[src/rtl/id_scoreboard.sv]
// rtl/id_scoreboard.sv - ID-stage issue scoreboard with per-register latency countdowns
// Optional stall statistics ports are enabled by defining ID_SCOREBOARD_STATS_EN.
module id_scoreboard #(
  parameter int unsigned LOAD_LAT = 1,
  parameter int unsigned ALU_LAT  = 0,
  parameter int unsigned NREG     = 32
) (
  input  logic        clk,
  input  logic        reset,
  input  logic        id_valid,
  input  logic [4:0]  id_rs1,
  input  logic [4:0]  id_rs2,
  input  logic        id_rs1_used,
  input  logic        id_rs2_used,
  input  logic [4:0]  id_rd,
  input  logic        id_regwrite,
  input  logic        id_memread,
  input  logic        hold,
  output logic        id_stall,
  output logic        id_issue,
  output logic [31:0] busy_mask
`ifdef ID_SCOREBOARD_STATS_EN
  ,
  output logic [31:0] stall_cycles,
  output logic [7:0]  max_stall_run
`endif
);

  localparam logic [2:0] LOAD_SET = 3'(LOAD_LAT);
  localparam logic [2:0] ALU_SET  = 3'(ALU_LAT);

  logic [2:0] cnt_q [NREG];
  logic [2:0] cnt_d [NREG];
  logic [2:0] cnt_rs1;
  logic [2:0] cnt_rs2;
  logic       haz1;
  logic       haz2;

  // Lookup never reaches beyond NREG-1; entry 0 is held at zero.
  always_comb begin
    cnt_rs1 = '0;
    cnt_rs2 = '0;
    for (int r = 0; r < NREG; r++) begin
      if (id_rs1 == 5'(r)) cnt_rs1 = cnt_q[r];
      if (id_rs2 == 5'(r)) cnt_rs2 = cnt_q[r];
    end
  end

  assign haz1     = id_rs1_used & (id_rs1 != 5'd0) & (cnt_rs1 != 3'd0);
  assign haz2     = id_rs2_used & (id_rs2 != 5'd0) & (cnt_rs2 != 3'd0);
  assign id_stall = id_valid & ~hold & (haz1 | haz2);
  assign id_issue = id_valid & ~hold & ~haz1 & ~haz2;

  // A newly issued writer overrides the decrement of its own counter.
  always_comb begin
    for (int r = 0; r < NREG; r++) begin
      cnt_d[r] = cnt_q[r];
      if (!hold) begin
        if (cnt_q[r] != 3'd0) cnt_d[r] = cnt_q[r] - 3'd1;
        if (id_issue && id_regwrite && (id_rd == 5'(r)))
          cnt_d[r] = id_memread ? LOAD_SET : ALU_SET;
      end
    end
    cnt_d[0] = '0;
  end

  always_ff @(posedge clk) begin
    for (int r = 0; r < NREG; r++) begin
      if (reset) cnt_q[r] <= '0;
      else       cnt_q[r] <= cnt_d[r];
    end
  end

  always_comb begin
    busy_mask = '0;
    for (int r = 1; r < NREG; r++) begin
      busy_mask[r] = (cnt_q[r] != 3'd0);
    end
  end

`ifdef ID_SCOREBOARD_STATS_EN
  logic [31:0] stall_cycles_q;
  logic [7:0]  run_q;
  logic [7:0]  run_d;
  logic [7:0]  max_q;

  always_comb begin
    run_d = 8'd0;
    if (id_stall) run_d = (run_q == 8'hFF) ? run_q : run_q + 8'd1;
  end

  always_ff @(posedge clk) begin
    if (reset) begin
      stall_cycles_q <= '0;
      run_q          <= '0;
      max_q          <= '0;
    end else begin
      if (id_stall && (stall_cycles_q != 32'hFFFF_FFFF))
        stall_cycles_q <= stall_cycles_q + 32'd1;
      run_q <= run_d;
      if (run_d > max_q) max_q <= run_d;
    end
  end

  assign stall_cycles  = stall_cycles_q;
  assign max_stall_run = max_q;
`endif

endmodule

[config.mk]
export PLATFORM = sky130hd
export DESIGN_NAME = id_scoreboard
export DESIGN_NICKNAME = d
export VERILOG_FILES = /design/src/rtl/id_scoreboard.sv
export SDC_FILE = /design/constraint.sdc
export NUM_CORES = 1
export LEC_CHECK = 0
export BUFFER_PORTS_ARGS = -buffer_cell sky130_fd_sc_hd__clkbuf_2
export CAP_MARGIN = 10
export CORE_UTILIZATION = 55
export DETAILED_ROUTE_END_ITERATION = 6
export GPL_ROUTABILITY_DRIVEN = 0
export PLACE_DENSITY = 0.74
export SLEW_MARGIN = 20
export SYNTH_ARGS = -nofsm -noshare
export SYNTH_HDL_FRONTEND = slang
export SYNTH_SLANG_ARGS = --single-unit
[constraint.sdc]
create_clock -name clk -period 3.7 [get_ports clk]
set_clock_uncertainty 0.1 [all_clocks]
set_input_delay 0.74 -clock clk [delete_from_list [all_inputs] [get_ports clk]]
set_output_delay 0.74 -clock clk [all_outputs]
set_load 0.02 [all_outputs]
-- Word level (Yosys, flattened, before mapping)
Memory sizes are Yosys's and may differ from the RTL's.
Index checks and enable logic that the tools add are counted.
- bits of input ports: 23
- memory bits (writable): 96
- bits in read-only memories: 0
- flip-flop bits (word level): 0
- memories kept: 1
- bits in latches: 0
- logic and storage cells: 431
- memory list (memory ; depth ; bits a word ; rd ports ; clocked after memory_dff ; write ports ; line ; RTL):
    cnt_q ; 32 ; 3 ; 32 ; 0 ; 32 ; 32 ; logic [2:0] cnt_q [NREG];
- reductions and logical operators: 69
- equality and inequality tests: 93
- div/mod/pow operators: 0
- bitwise operators: 44
- multiply operators: 0
- mux-type cells: 193
- $add $sub $neg: 31
- shift-type cells: 0
- $lt $le $gt $ge: 0
- operators with widths (operator ; count):
    $mux W3 ; 189
    $eq A5 B5 Y1 const B ; 48
    $eq A5 B4 Y1 const B ; 24
    $reduce_bool A3 Y1 ; 33
    $sub A3 B1 Y3 const B ; 31
    $eq A5 B3 Y1 const B ; 12
    $or A1 B1 Y1 ; 33
    $logic_and A1 B1 Y1 ; 32
    $eq A5 B2 Y1 const B ; 6
    $eq A5 B1 Y1 const B ; 3
    $logic_not A5 Y1 ; 2
    $reduce_bool A5 Y1 ; 2
    $and A1 B1 Y1 ; 8
    $mux W1 ; 4
    $not A1 Y1 ; 3

-- Longest topological paths before layout
Gate-level depths: netlist of the first run.
- word-level depth: 43
- gate-level depth with buffers: 14

-- Least setup slack after synthesis of the first run
No wires, ideal clock.
- path kind: in2out
- from: input port id_rs2[0]
- to: output port id_issue
- slack: -0.005 ns
- data arrival time: 2.865 ns
- stages: 11
- required time: 2.860 ns
- path buffers: 3
- cell sequence: buf_2 -> buf_4 -> mux2_1 -> a22oi_1 -> nor2_1 -> o41ai_1 -> a31oi_1 -> o31ai_4 -> nand3_2 -> clkbuf_1 -> nor2b_1
- longest elaborated chain between the ends: 37
- elaborated cells between the ends (all ways): 70
- classes of those cells: 31 x eq/ne; 32 x mux; 4 x bitwise; 3 x reduce/logical
- ends and longest elaborated chain (element ; line ; RTL):
    start, declared ; 12 ; input logic [4:0] id_rs2,
    $logic_not A5 Y1 ; 45 ; if (id_rs2 == 5'(r)) cnt_rs2 = cnt_q[r];
    $mux W3 (32 in series) ; 45 ;
    $reduce_bool A3 Y1 ; 50 ; assign haz2 = id_rs2_used & (id_rs2 != 5'd0) & (cnt_rs2 != 3'd0);
    $and A1 B1 Y1 * ; 50 ;
    $not A1 Y1 * ; 52 ; assign id_issue = id_valid & ~hold & ~haz1 & ~haz2;
    $and A1 B1 Y1 * ; 52 ;
    end, declared ; 20 ; output logic id_issue,
Mark *: on every way between the ends. The rest lies on a longest branch, timed or not.

-- Worst setup path in the final report of the first run
- from: input port id_rs2[0]
- to: output port id_stall
- longest elaborated chain between the ends: 37
- elaborated cells between the ends (all ways): 70
- classes of those cells: 31 x eq/ne; 32 x mux; 4 x bitwise; 3 x reduce/logical
- ends and longest elaborated chain (element ; line ; RTL):
    $logic_not A5 Y1 ; 45 ;
    $mux W3 (32 in series) ; 45 ;
    $reduce_bool A3 Y1 ; 50 ;
    $and A1 B1 Y1 * ; 50 ;
    $or A1 B1 Y1 * ; 51 ; assign id_stall = id_valid & ~hold & (haz1 | haz2);
    $and A1 B1 Y1 * ; 51 ;
    end, declared ; 19 ; output logic id_stall,
Marked as above.

==> flow_summary.json, run 1 <==
{
  "max_stage_delay_ns": 0.52,
  "hp-start": "cnt_q[1][41]$_SDFFE_PP0P_",
  "hold_violations": 0,
  "area_growth_pct": 20.5,
  "grt_max_degree": 110,
  "slew_violations": 0,
  "io_pins": 57,
  "holdPathStages": 2,
  "post_synth_num_cell_types": 77,
  "crit_required_ns": 2.86,
  "final_nets": 1343,
  "setup_violations": 2,
  "start_util_pct": 57.1,
  "die_w_um": 123,
  "period_share_pct": 103,
  "powerDensity_nw_per_um2": 777,
  "reg_top3": "cnt_q: 93 flops",
  "synth_seq_cells": 93,
  "max_freq_mhz": 263,
  "final_cells": 1443,
  "track_usage_pct": 39.7,
  "finalCriticalPeriod_ns": 3.81,
  "synthCells": 1146,
  "power.leakage_nw": 3.86,
  "antenna_found_initial": 0,
  "first_iter_violations": 1412,
  "port_buffers": 55,
  "worstMarginPinSlew_ns": 0.603,
  "p_sw_share_pct": 50.3,
  "p_comb_share_pct": 57.7,
  "diodes": 0,
  "clk_pin_slew_ns": 0.07,
  "root_buffer": "clkbuf_16",
  "pwr-share-clk_pct": 13.0,
  "reg2reg_depth": 12,
  "intPower_w": 0.00374,
  "die_area_um2": 15100,
  "critPathMaxFanout": 9,
  "grt_pass1_vias": 8556,
  "htreeDepth": 3,
  "drv_cap": 0,
  "crit_chain": "buf_6, clkbuf_16, buf_4, nor4_2, buf_4, nand2_1, nand2_1, a31oi_1, o221a_2, a32oi_4, nand3_4, and2_4, buf_4",
  "layout_setup_ws_ns": -0.109,
  "largest_register_ffs": 93,
  "cp_common_cell": "buf_4",
  "async_flop_share_pct": 0,
  "top_register": "cnt_q",
  "netlist_area_um2": 8020,
  "post-dp-hpwl_mm": 22.4,
  "core-area_um2": 14000,
  "max-slew-margin-rel_pct": 59.5,
  "synth_edf_count": 0,
  "cts_made_buffers": 9,
  "syn_avg_cell_area_um2": 7.00,
  "clk_latency_ns": 0.37,
  "start_kind": "input pin",
  "status": "finished, violations left",
  "hold-worst-slack_ns": 0.406,
  "yosysWarnings": 0,
  "firstDrtPassIters": 7,
  "rows": 43,
  "slowest_stage": "nor4_2",
  "final_util_pct": 68.9,
  "die_height_um": 123,
  "cts_buffer_depth": 2,
  "dp_cells": 1422,
  "viasPerCell": 6.60,
  "drt-total-wl_mm": 29.7,
  "min_path_type": "flip-flop to flip-flop",
  "grt_pass1_wl_mm": 45.1,
  "clock-sinks": 93,
  "vdd_ir_drop_max_mv": 0.589,
  "drive_gt1_share_pct": 19.1,
  "antenna_left": 0,
  "yosysSeqAreaShare_pct": 23.2,
  "gr-total-overflow": 0,
  "cts_tree": "built",
  "place_area_um2": 9090,
  "cp-end-kind": "output port",
  "crit_type": "input pin to output port",
  "syn_nets": 1231,
  "remaining_drc_errors": 0,
  "critPathLaunch": "id_rs2[0]",
  "seq_power_share_pct": 29.3,
  "power_switching_w": 0.00378,
  "r2r-start": "cnt_q[1][36]$_SDFFE_PP0P_",
  "postLayoutCellArea_um2": 9670,
  "dr_total_vias": 9517,
  "fin_setup_tns_ns": -0.184,
  "synth_ff_type": "dfxtp_1",
  "wl_per_cell_um": 20.6,
  "violations": "negative setup slack",
  "worstPathArrival_ns": 2.97
}
## cells in the mapped netlist, types with 13 or more instances
master    instances  area share (%)
a211oi_1         14             1.3
nand2b_1         17             1.3
clkbuf_1         31             1.5
a21oi_1          51             3.2
o22ai_1          19             1.5
nor2b_1          21             1.6
buf_2            25             1.6
inv_1           135             6.3
nor3_1           78             4.9
o21ai_0          92             5.7
nand3_1          20             1.2
ha_1             62             9.7
dfxtp_1          93              23
a31oi_1          15             1.2
nor2_1          128             6.0
mux2i_1          19             2.4
nor4_1           13             1.0
nand2_1         102             4.8
## layout by cell type, fill, tap and decap left out, drive strengths merged, types with 15 or more instances in the layout
cell      n
a21oi    51
a31oi    15
buf     117
clkbuf   62
dfxtp    93
ha       62
inv     136
mux2i    19
nand2   102
nand2b   18
nand3    21
nor2    130
nor2b    21
nor3     79
o21ai    94
o22ai    19
## final cells by class
cell class              count  area, um2
well taps                 180        225
multi-input cells         850       5500
clock inverters             6       70.1
flip-flops and latches     93       1860
inverters                 135        507
fillers                  1228       4370
clock buffers              10        239
repair buffers            169       1260
## logic make-up (layout without fill, tap and decap cells)
group	count (synthesis)	in the layout	share of synthesized area [%]
AND/OR/NAND/NOR	432	432	25.6
AO/OA/AOI/OAI	323	323	27.3
buffers and inverters	203	320	10.1
flip-flops	93	93	23.2
adder cells (fa/ha/maj)	62	62	9.67
multiplexers	29	29	3.77
XOR/XNOR	3	3	0.328
other	1	1	0.0467
## worst paths after layout
path	endpoint	slack (ns)
worst max-delay path	id_stall	-0.11
worst min-delay path	cnt_q[1][41]$_SDFFE_PP0P_	0.41
worst max register to register	cnt_q[1][12]$_SDFFE_PP0P_	0.31
worst min register to register	cnt_q[1][41]$_SDFFE_PP0P_	0.41
## repair_timing
item,in CTS,in global routing
endpoints found under the hold margin,0,0
pin swaps,2,11
gates cloned,0,2
hold buffers,0,0
endpoints found under the setup margin,2,28
resized for setup,4,52
buffers inserted,2,2
## per-stage QoR
stage,total power [W],worst slack (ns)
final,0.00752,-0.109
after global routing,0.00809,-0.114
after global placement,0.00621,-0.114
after CTS,0.00733,0.0132
after floorplan,0.00483,-0.00313
after detailed placement,0.00631,-0.137
## routing by layer
metal,share of wire (%),track usage [%],vias to the layer above
li1,-,-,4329
met1,39,51.2,4312
met2,41,58.3,703
met3,14,13.5,173
met4,5.6,20.4,0
met5,0,0,-
## worst max-delay path, delay by kind of cell
kind	cells	cell delay (ns)
AND/OR/NAND/NOR	5	0.96
buffers and inverters	5	0.79
AO/OA/AOI/OAI	3	0.48
## power groups by stage
stage | registers (W) | clock network [W] | logic, W
CTS | 0.00213 | 0.000982 | 0.00422
detailed placement | 0.00215 | 0 | 0.00416
global placement | 0.00215 | 0 | 0.00406
finish | 0.00220 | 0.000978 | 0.00434
global route | 0.00220 | 0.00103 | 0.00486
floorplan | 0.00180 | 0 | 0.00304
(Power assumes the default switching activity.)
==> run 2: changes to the inputs <==
--- a/config.mk
+++ b/config.mk
@@ -7,10 +7,9 @@
 export LEC_CHECK = 0
 export BUFFER_PORTS_ARGS = -buffer_cell sky130_fd_sc_hd__clkbuf_2
 export CAP_MARGIN = 10
-export CORE_UTILIZATION = 55
+export CORE_UTILIZATION = 40
 export DETAILED_ROUTE_END_ITERATION = 6
 export GPL_ROUTABILITY_DRIVEN = 0
-export PLACE_DENSITY = 0.74
 export SLEW_MARGIN = 20
 export SYNTH_ARGS = -nofsm -noshare
 export SYNTH_HDL_FRONTEND = slang
==> run 2 against run 1 <==
Effect of this change: the flow still finishes with violations (negative setup slack); flip-flop and latch count unchanged; worst hold slack worse by 0.0011 ns; final area up 5.0%; global-route usage down 8.7 points; first-iteration DRC count down 18%; sequential power about the same; critical path depth down 2; via count down 3.1%; fmax up 2.4%; clock-buffer cell count unchanged; critical endpoint unchanged; largest power group unchanged.
==> flow_summary.json, run 2 (synthesis results as in run 1) <==
{
  "power.leakage_nw": 4.07,
  "post-dp-hpwl_mm": 24.6,
  "viasPerCell": 5.90,
  "vdd_ir_drop_max_mv": 0.496,
  "track_usage_pct": 31.0,
  "critPathLaunch": "id_rs1[0]",
  "reg_top3": "cnt_q: 93 flops",
  "drt-total-wl_mm": 31.1,
  "first_iter_violations": 1156,
  "worstPathArrival_ns": 2.88,
  "cts_hold_buf": 0,
  "clk_latency_ns": 0.37,
  "rsz0062_at_grt": "true",
  "grt_pass1_vias": 8519,
  "grtUsageMet2_pct": 46.9,
  "reg2reg_depth": 12,
  "core-area_um2": 19600,
  "setup_violations": 2,
  "final-seq-area_um2": 1860,
  "io_pins": 57,
  "start_kind": "input pin",
  "root_buffer": "clkbuf_16",
  "drive_gt1_share_pct": 21.5,
  "post-place-ws_ns": -0.247,
  "dp_cells": 1540,
  "busiest_layer": "met2",
  "status": "finished, violations left",
  "cts_buffer_depth": 2,
  "grt_max_degree": 76,
  "antenna_left": 0,
  "grt_pass1_wl_mm": 48.2,
  "top_register": "cnt_q",
  "die_height_um": 144,
  "worstMarginPinSlew_ns": 0.596,
  "max-slew-margin-rel_pct": 59.7,
  "cp-end-kind": "output port",
  "wl_per_cell_um": 19.9,
  "die_w_um": 144,
  "period_share_pct": 101,
  "port_buffers": 55,
  "crit_path_end": "id_stall",
  "mostFrequentLayoutCell": "inv_1",
  "final_cells": 1563,
  "htreeDepth": 3,
  "start_util_pct": 40.9,
  "antenna_found_initial": 0,
  "r2r-start": "cnt_q[1][34]$_SDFFE_PP0P_",
  "use_met3_pct": 7.00,
  "min_path_type": "flip-flop to flip-flop",
  "fill_cells": 1938,
  "crit_chain": "clkbuf_2, buf_4, nand2_1, a2bb2oi_1, o221a_2, o221ai_1, a311oi_1, a31o_2, nand3_4, and2_4, buf_8",
  "die_area_um2": 20600,
  "violations": "negative setup slack",
  "rows": 51,
  "crit_required_ns": 2.86,
  "clk_pin_slew_ns": 0.07,
  "max_stage_delay_ns": 0.37,
  "met1_usage_pct": 42.5,
  "diodes": 0,
  "finalCriticalPeriod_ns": 3.72,
  "r2r_end": "cnt_q[1][21]$_SDFFE_PP0P_",
  "area_growth_pct": 26.6,
  "crit_type": "input pin to output port",
  "remaining_drc_errors": 0,
  "reg2reg_slack_ns": 0.31,
  "largest_register_ffs": 93,
  "layout_common_cells": "inv_1, buf_4, nor2_1, nand2_1, dfxtp_1",
  "critPathMaxFanout": 14,
  "cts_tree": "built",
  "firstDrtPassIters": 5,
  "hold_violations": 0,
  "max_freq_mhz": 269,
  "cts_made_buffers": 9,
  "final_nets": 1378,
  "multi_input_area_um2": 5530,
  "layout_setup_ws_ns": -0.0199,
  "drv_cap": 0,
  "slowest_stage": "a311oi_1",
  "dr_total_vias": 9223,
  "slew_violations": 0,
  "gr-total-overflow": 0,
  "clock-sinks": 93,
  "powerDensity_nw_per_um2": 751
}
run 2: changes by cell type in the layout (fill, tap and decap cells not counted), sizes merged:
cell      delta
buf         +35
clkinvlp     -1
inv          +1
run 2: worst min-delay path by stage:
stage / from / cells after the start / slack [ns] / endpoint
after CTS: cnt_q[0][17]$_SDFFE_PP0P_ / 2 / 0.40 / cnt_q[0][17]$_SDFFE_PP0P_
after global routing: cnt_q[0][17]$_SDFFE_PP0P_ / 2 / 0.43 / cnt_q[0][17]$_SDFFE_PP0P_
final: cnt_q[1][40]$_SDFFE_PP0P_ / 2 / 0.41 / cnt_q[1][40]$_SDFFE_PP0P_
after floorplan: cnt_q[0][17]$_SDFFE_PP0P_ / 2 / 0.37 / cnt_q[0][17]$_SDFFE_PP0P_
after detailed placement: cnt_q[0][17]$_SDFFE_PP0P_ / 2 / 0.40 / cnt_q[0][17]$_SDFFE_PP0P_
after global placement: cnt_q[0][17]$_SDFFE_PP0P_ / 2 / 0.38 / cnt_q[0][17]$_SDFFE_PP0P_
run 2: cell type report:
cell class | instances | share of cell area [%]
tap | 265 | 3.27
inverter | 135 | 4.99
clock buffer | 10 | 2.35
sequential | 93 | 18.3
timing repair buffer | 204 | 16.0
clock inverter | 6 | 0.665
multi-input combinational | 850 | 54.4
run 2: where the power goes:
part           switching [W]  internal, W
clock               0.000436     0.000546
combinational        0.00265      0.00183
sequential          0.000715      0.00146
total                0.00380      0.00383
run 2: timing repair:
action / 4_1_cts / 5_1_grt
pin swaps: 8 / 19
cloned: 2 / 0
setup buffers: 3 / 2
setup endpoints to repair: 2 / 18
resized for setup: 23 / 42
run 2: layer usage:
metal  share of wire [%]  wire length (um)
met1                  44             13700
met2                  43             13400
met3                 9.9              3080
met4                 3.1               974
met5                   0                 0
run 2: worst max-delay path: cells and delay by family:
kind	cells	cell delay [ns]
AO/OA/AOI/OAI	5	1.21
buffers and inverters	3	0.46
AND/OR/NAND/NOR	3	0.45
run 2: per-stage QoR:
step	power (W)	utilization [%]	hold slack [ns]	area, um2	TNS (ns)
3_5_place_dp	0.00647	48.7	0.397	9540	-5.66
2_1_floorplan	0.00483	-	0.371	8020	-0.00313
4_1_cts	0.00751	51.2	0.404	10000	0
3_3_place_gp	0.00639	48.7	0.383	9540	-4.62
6_report	0.00763	51.8	0.405	10200	-0.0209
5_1_grt	0.00827	51.8	0.429	10200	-0.0451
